[src/rtl/mdu_iter.sv]
// mdu_iter: iterative 8-bit unsigned multiply/divide unit feeding the
// register-file write port. One operation in flight, fixed 8 iterations.
// Build option: define MDU_DIV_EN to compile in the restoring divider;
// without it, DIV/REM keep identical timing but write back zero.
module mdu_iter #(
    parameter int WIDTH  = 8,
    parameter int ADDR_W = 3
) (
    input  logic              clk,
    input  logic              rst,
    input  logic              start_i,
    input  logic [1:0]        op_i,
    input  logic [ADDR_W-1:0] rd_i,
    input  logic [WIDTH-1:0]  a_i,
    input  logic [WIDTH-1:0]  b_i,
    input  logic              kill_i,
    output logic              busy_o,
    output logic              wb_en_o,
    output logic [ADDR_W-1:0] wb_addr_o,
    output logic [WIDTH-1:0]  wb_data_o
);

    typedef enum logic [1:0] {IDLE, RUN, DONE} state_t;

    state_t              state, state_nx;
    logic [2:0]          cnt;
    logic [1:0]          op_q;
    logic [ADDR_W-1:0]   rd_q;
    logic [WIDTH-1:0]    a_q;
    logic [2*WIDTH-1:0]  acc, acc_nx;
    logic [WIDTH:0]      msum;
    logic [WIDTH-1:0]    res;
    logic                accept, last;

    // Kill in IDLE blocks a simultaneous start; kill on the final edge wins
    // over completion so no write-back leaks out of a cancelled op.
    assign accept = (state == IDLE) && start_i && !kill_i;
    assign last   = (state == RUN) && (cnt == 3'd0) && !kill_i;
    assign busy_o = (state != IDLE);

    // State register
    always_ff @(posedge clk or posedge rst) begin
        if (rst) state <= IDLE;
        else     state <= state_nx;
    end

    // Next-state decode
    always_comb begin
        state_nx = state;
        case (state)
            IDLE:    if (accept) state_nx = RUN;
            RUN:     if (kill_i) state_nx = IDLE;
                     else if (cnt == 3'd0) state_nx = DONE;
            DONE:    state_nx = IDLE;
            default: state_nx = IDLE;
        endcase
    end

    // Shift-add step: low half starts as the multiplier and is consumed LSB
    // first while the product grows in from the top.
    always_comb begin
        msum   = {1'b0, acc[2*WIDTH-1:WIDTH]} + (acc[0] ? {1'b0, a_q} : '0);
        acc_nx = {msum, acc[WIDTH-1:1]};
    end

`ifdef MDU_DIV_EN
    logic [WIDTH-1:0] b_q, quo, quo_nx, rem, rem_nx, sub;
    logic [WIDTH:0]   shifted;
    logic             ge;

    // Restoring step: quotient register starts as the dividend and shifts
    // its MSB into the partial remainder. The remainder always ends below
    // the divisor so only the shifted trial value needs the extra bit; a
    // zero divisor always subtracts, giving quotient 0xFF and remainder a.
    always_comb begin
        shifted = {rem, quo[WIDTH-1]};
        ge      = (shifted >= {1'b0, b_q});
        sub     = shifted[WIDTH-1:0] - b_q;
        rem_nx  = ge ? sub : shifted[WIDTH-1:0];
        quo_nx  = {quo[WIDTH-2:0], ge};
    end

    // Divider registers
    always_ff @(posedge clk or posedge rst) begin
        if (rst) begin
            b_q <= '0;
            quo <= '0;
            rem <= '0;
        end else if (accept) begin
            b_q <= b_i;
            quo <= a_i;
            rem <= '0;
        end else if (state == RUN && !kill_i) begin
            quo <= quo_nx;
            rem <= rem_nx;
        end
    end

    // Result select from the values produced by the final iteration
    always_comb begin
        case (op_q)
            2'b00:   res = acc_nx[WIDTH-1:0];
            2'b01:   res = acc_nx[2*WIDTH-1:WIDTH];
            2'b10:   res = quo_nx;
            default: res = rem_nx;
        endcase
    end
`else
    // Result select; divide ops keep their timing but return zero
    always_comb begin
        case (op_q)
            2'b00:   res = acc_nx[WIDTH-1:0];
            2'b01:   res = acc_nx[2*WIDTH-1:WIDTH];
            default: res = '0;
        endcase
    end
`endif

    // Operand latch, multiplier accumulator and iteration counter
    always_ff @(posedge clk or posedge rst) begin
        if (rst) begin
            op_q <= '0;
            rd_q <= '0;
            a_q  <= '0;
            acc  <= '0;
            cnt  <= '0;
        end else if (accept) begin
            op_q <= op_i;
            rd_q <= rd_i;
            a_q  <= a_i;
            acc  <= {{WIDTH{1'b0}}, b_i};
            cnt  <= 3'd7;
        end else if (state == RUN && !kill_i) begin
            acc <= acc_nx;
            if (cnt != 3'd0) cnt <= cnt - 3'd1;
        end
    end

    // Write-back port: one-cycle strobe while in DONE, suppressed for r0;
    // address/data hold afterwards.
    always_ff @(posedge clk or posedge rst) begin
        if (rst) begin
            wb_en_o   <= 1'b0;
            wb_addr_o <= '0;
            wb_data_o <= '0;
        end else begin
            wb_en_o <= last && (rd_q != '0);
            if (last) begin
                wb_addr_o <= rd_q;
                wb_data_o <= res;
            end
        end
    end

endmodule

[config.mk]
export PLATFORM = sky130hd
export DESIGN_NAME = mdu_iter
export DESIGN_NICKNAME = d
export VERILOG_FILES = /design/src/rtl/mdu_iter.sv
export SDC_FILE = /design/constraint.sdc
export NUM_CORES = 1
export LEC_CHECK = 0
export ABC_AREA = 1
export CAP_MARGIN = 20
export CORE_ASPECT_RATIO = 1.75
export CORE_UTILIZATION = 48
export CTS_BUF_LIST = sky130_fd_sc_hd__clkbuf_4 sky130_fd_sc_hd__clkbuf_8 sky130_fd_sc_hd__clkbuf_16
export CTS_CLUSTER_DIAMETER = 100
export CTS_CLUSTER_SIZE = 8
export DETAILED_ROUTE_END_ITERATION = 6
export PLACE_DENSITY = 0.76
export REMOVE_ABC_BUFFERS = 1
export SKIP_CTS_REPAIR_TIMING = 1
export SLEW_MARGIN = 20
export SYNTH_ARGS = -nofsm -noshare
export SYNTH_HDL_FRONTEND = slang
export SYNTH_SLANG_ARGS = --single-unit
export TNS_END_PERCENT = 1
[constraint.sdc]
create_clock -name clk -period 1.8 [get_ports clk]
set_input_delay 0.36 -clock clk [delete_from_list [all_inputs] [get_ports clk]]
set_output_delay 0.36 -clock clk [all_outputs]
set_load 0.01 [all_outputs]
==> impl_metrics.csv <==
group,metric,value,unit
outcome,status,"finished, violations left",
outcome,violations,"negative setup slack",
timing,clock.fmax,0.553,GHz
cts,clk_latency,0.30,ns
timing,worst_pin_slew,0.604,ns
timing,period_minus_slack,1.81,ns
timing,slew_violations,0,
critical_path,required,2.04,ns
pwr,peakVddDrop,749,µV
global_route,grt_max_degree,47,
logic_synthesis,yosysWarnings,0,
drt,drt_iter0_drc,31,
placement,placed_cell_area,0.00284,mm²
timing,hold_viol,0,
layout,stdcell_area,0.00300,mm²
cts,clk_pin_slew,0.09,ns
job,maxCapViolCount,0,
logic_synthesis,ys_seq_elements,46,
die,die_x,55.1,µm
timing,setup_ws,-0.00921,ns
placement,place_ws,-0.0664,ns
layout,nNetsFinal,376,
pwr,leakagePower,1.58,nW
timing,skew,0.00673,ns
placement,portBuffers,37,
die,ioPinCount,38,
layout,drive_above_1_share,13.2,%
layout,utilization,63.6,%
critical_path,path_class,"register to register",
global_route,grt_pass1_vias,1919,
layout,mostFrequentLayoutCell,"nand2_1",
drt,wire_per_inst,13.7,µm
die,start_util,50.3,%
die,rows,33,
critical_path,crit_fanout,6,
logic_synthesis,syn_area,0.00237,mm²
cts,cts_tree,"built",
die,design.die.area,0.00523,mm²
layout,area_growth,26.5,%
drt,antenna_left,0,
critical_path,critPathArrivalTime,2.05,ns
placement,hpwl,3950,µm
global_route,antenna_found_initial,0,
critical_path,start_kind,"register",
layout,final_cell_mix,"nand2_1 (103), dfrtp_1 (46), clkdlybuf4s50_1 (36), inv_1 (27), nand3_1 (19)",
layout,antennaDiodeCount,0,
timing,setup_viol,2,
drt,vias_per_cell,5.18,
timing,slew_headroom,59.6,%
drt,dr.pass1.iters,4,
cts,h-tree-depth,2,
timing,grt_setup_unrepaired,"yes",
pwr,power_density,1050,mW/mm²
cts,cts.path.max_buffers,2,
cts,root_buffer,"clkbuf_8",
logic_synthesis,synth_area_per_cell,8.08,µm²
timing,timing.final.crit_share,101,%
cts,cts.sinks,46,
drt,route.detailed.drc,0,
drt,vias,2030,
worst_hold_path,min_path_type,"primary input to asynchronous set/reset pin",
critical_path,endpoint_kind,"register",
cts,cts_buffers,5,
global_route,grt_overflow_total,0,
placement,gp_congestion,0.873,
global_route,grt_pass1_wl,8490,µm
logic_synthesis,ys_seq_area_share,48.6,%
logic_synthesis,synthCells,293,
die,die_y,94.9,µm
die,core,0.00471,mm²
drt,routed_wl,5380,µm
logic_synthesis,yosysUniqueCellTypes,31,
global_route,grtUsageTotal,23.0,%
## per-layer routing
layer / routed length, µm / up-vias / track usage, %
li1: - / 1013 / -
met5: 0 / - / 0
met4: 169 / 0 / 11.0
met2: 2940 / 38 / 39.9
met1: 2110 / 965 / 25.9
met3: 165 / 14 / 3.70
## cells in the mapped netlist
| library cell | number | area (µm²) |
|---|---|---|
| nand2_1 | 105 | 394 |
| dfrtp_1 | 46 | 1150 |
| inv_1 | 30 | 113 |
| nand3_1 | 21 | 105 |
| a21oi_1 | 19 | 95.1 |
| nor2_1 | 15 | 56.3 |
| o21ai_1 | 13 | 65.1 |
| ha_1 | 10 | 125 |
| inv_2 | 4 | 15.0 |
| buf_6 | 3 | 33.8 |
| or2_1 | 3 | 18.8 |
| buf_4 | 2 | 15.0 |
| clkbuf_1 | 2 | 7.51 |
| nand3b_1 | 2 | 15.0 |
| o211ai_1 | 2 | 15.0 |
| a21o_1 | 1 | 7.51 |
| a21oi_2 | 1 | 8.76 |
| a31oi_1 | 1 | 6.26 |
| and2_1 | 1 | 6.26 |
| buf_2 | 1 | 5.00 |
| fa_1 | 1 | 20.0 |
| inv_4 | 1 | 6.26 |
| nand2_4 | 1 | 11.3 |
| nor2_2 | 1 | 6.26 |
| nor2_4 | 1 | 11.3 |
| nor2_8 | 1 | 20.0 |
| o21ai_0 | 1 | 5.00 |
| o21bai_1 | 1 | 7.51 |
| o22ai_1 | 1 | 6.26 |
| or2_2 | 1 | 6.26 |
| xnor2_1 | 1 | 8.76 |
## cell families after synthesis
group,Yosys count,share of synthesized area (%)
buffers and inverters,43,8.24
and+or+nand+nor,152,27.5
xor gates and xnor gates,1,0.370
DFF,46,48.6
AOI/OAI and AO/OA,40,9.14
adders and majority gates,11,6.13
## state kept, by name, indices dropped and copies added (netlist names)
signal     count
op_q           2
wb_addr_o      3
acc           16
a_q            8
rd_q           3
cnt            3
wb_en_o        1
wb_data_o      8
state          2
## worst paths after layout
check	start	endpoint	slack [ns]	cells past startpoint
worst max-delay path	acc[0]	wb_data_o[7]	-0.009	12
worst min-delay path	rst	a_q[6]	0.39	3
worst max register to register	acc[0]	wb_data_o[7]	-0.009	12
worst min register to register	cnt[2]	cnt[2]	0.48	1
max in group asynchronous	rst	state[1]	1.20	3
min in group clk	cnt[2]	cnt[2]	0.48	1
## per-stage QoR
stage                     total power, mW  instances  setup TNS (ns)  hold slack [ns]
after floorplan                      2.01        285               0            0.445
after global placement               2.40        385               0            0.460
after detailed placement             2.44        385          -0.179            0.466
after CTS                            3.06        392          -0.286            0.407
after global routing                 3.32        392          -0.864            0.427
final                                3.13        392        -0.00995            0.389
## worst max-delay path: stages, from the launching register on
cell and delay (ns):
dfrtp_1 0.43, nand2_1 0.08, inv_1 0.06, ha_2 0.17
inv_2 0.04, fa_2 0.35, inv_2 0.07, nand2_2 0.04
nand2_2 0.08, nand3_4 0.08, o21ai_2 0.17, nand2_1 0.08
a21oi_2 0.11
## layout make-up
class | instances | area (µm²)
inverters | 35 | 134
fillers | 418 | 1710
repair buffers | 48 | 468
multi-input cells | 204 | 1090
clock inverters | 1 | 7.51
flip-flops and latches | 46 | 1150
well taps | 52 | 65.1
clock buffers | 6 | 76.3
## where the power goes
group | internal, mW | switching, mW
clock | 0.282 | 0.358
sequential | 1.27 | 0.164
combinational | 0.498 | 0.557
Note: power is estimated with default switching activity, not from simulation.
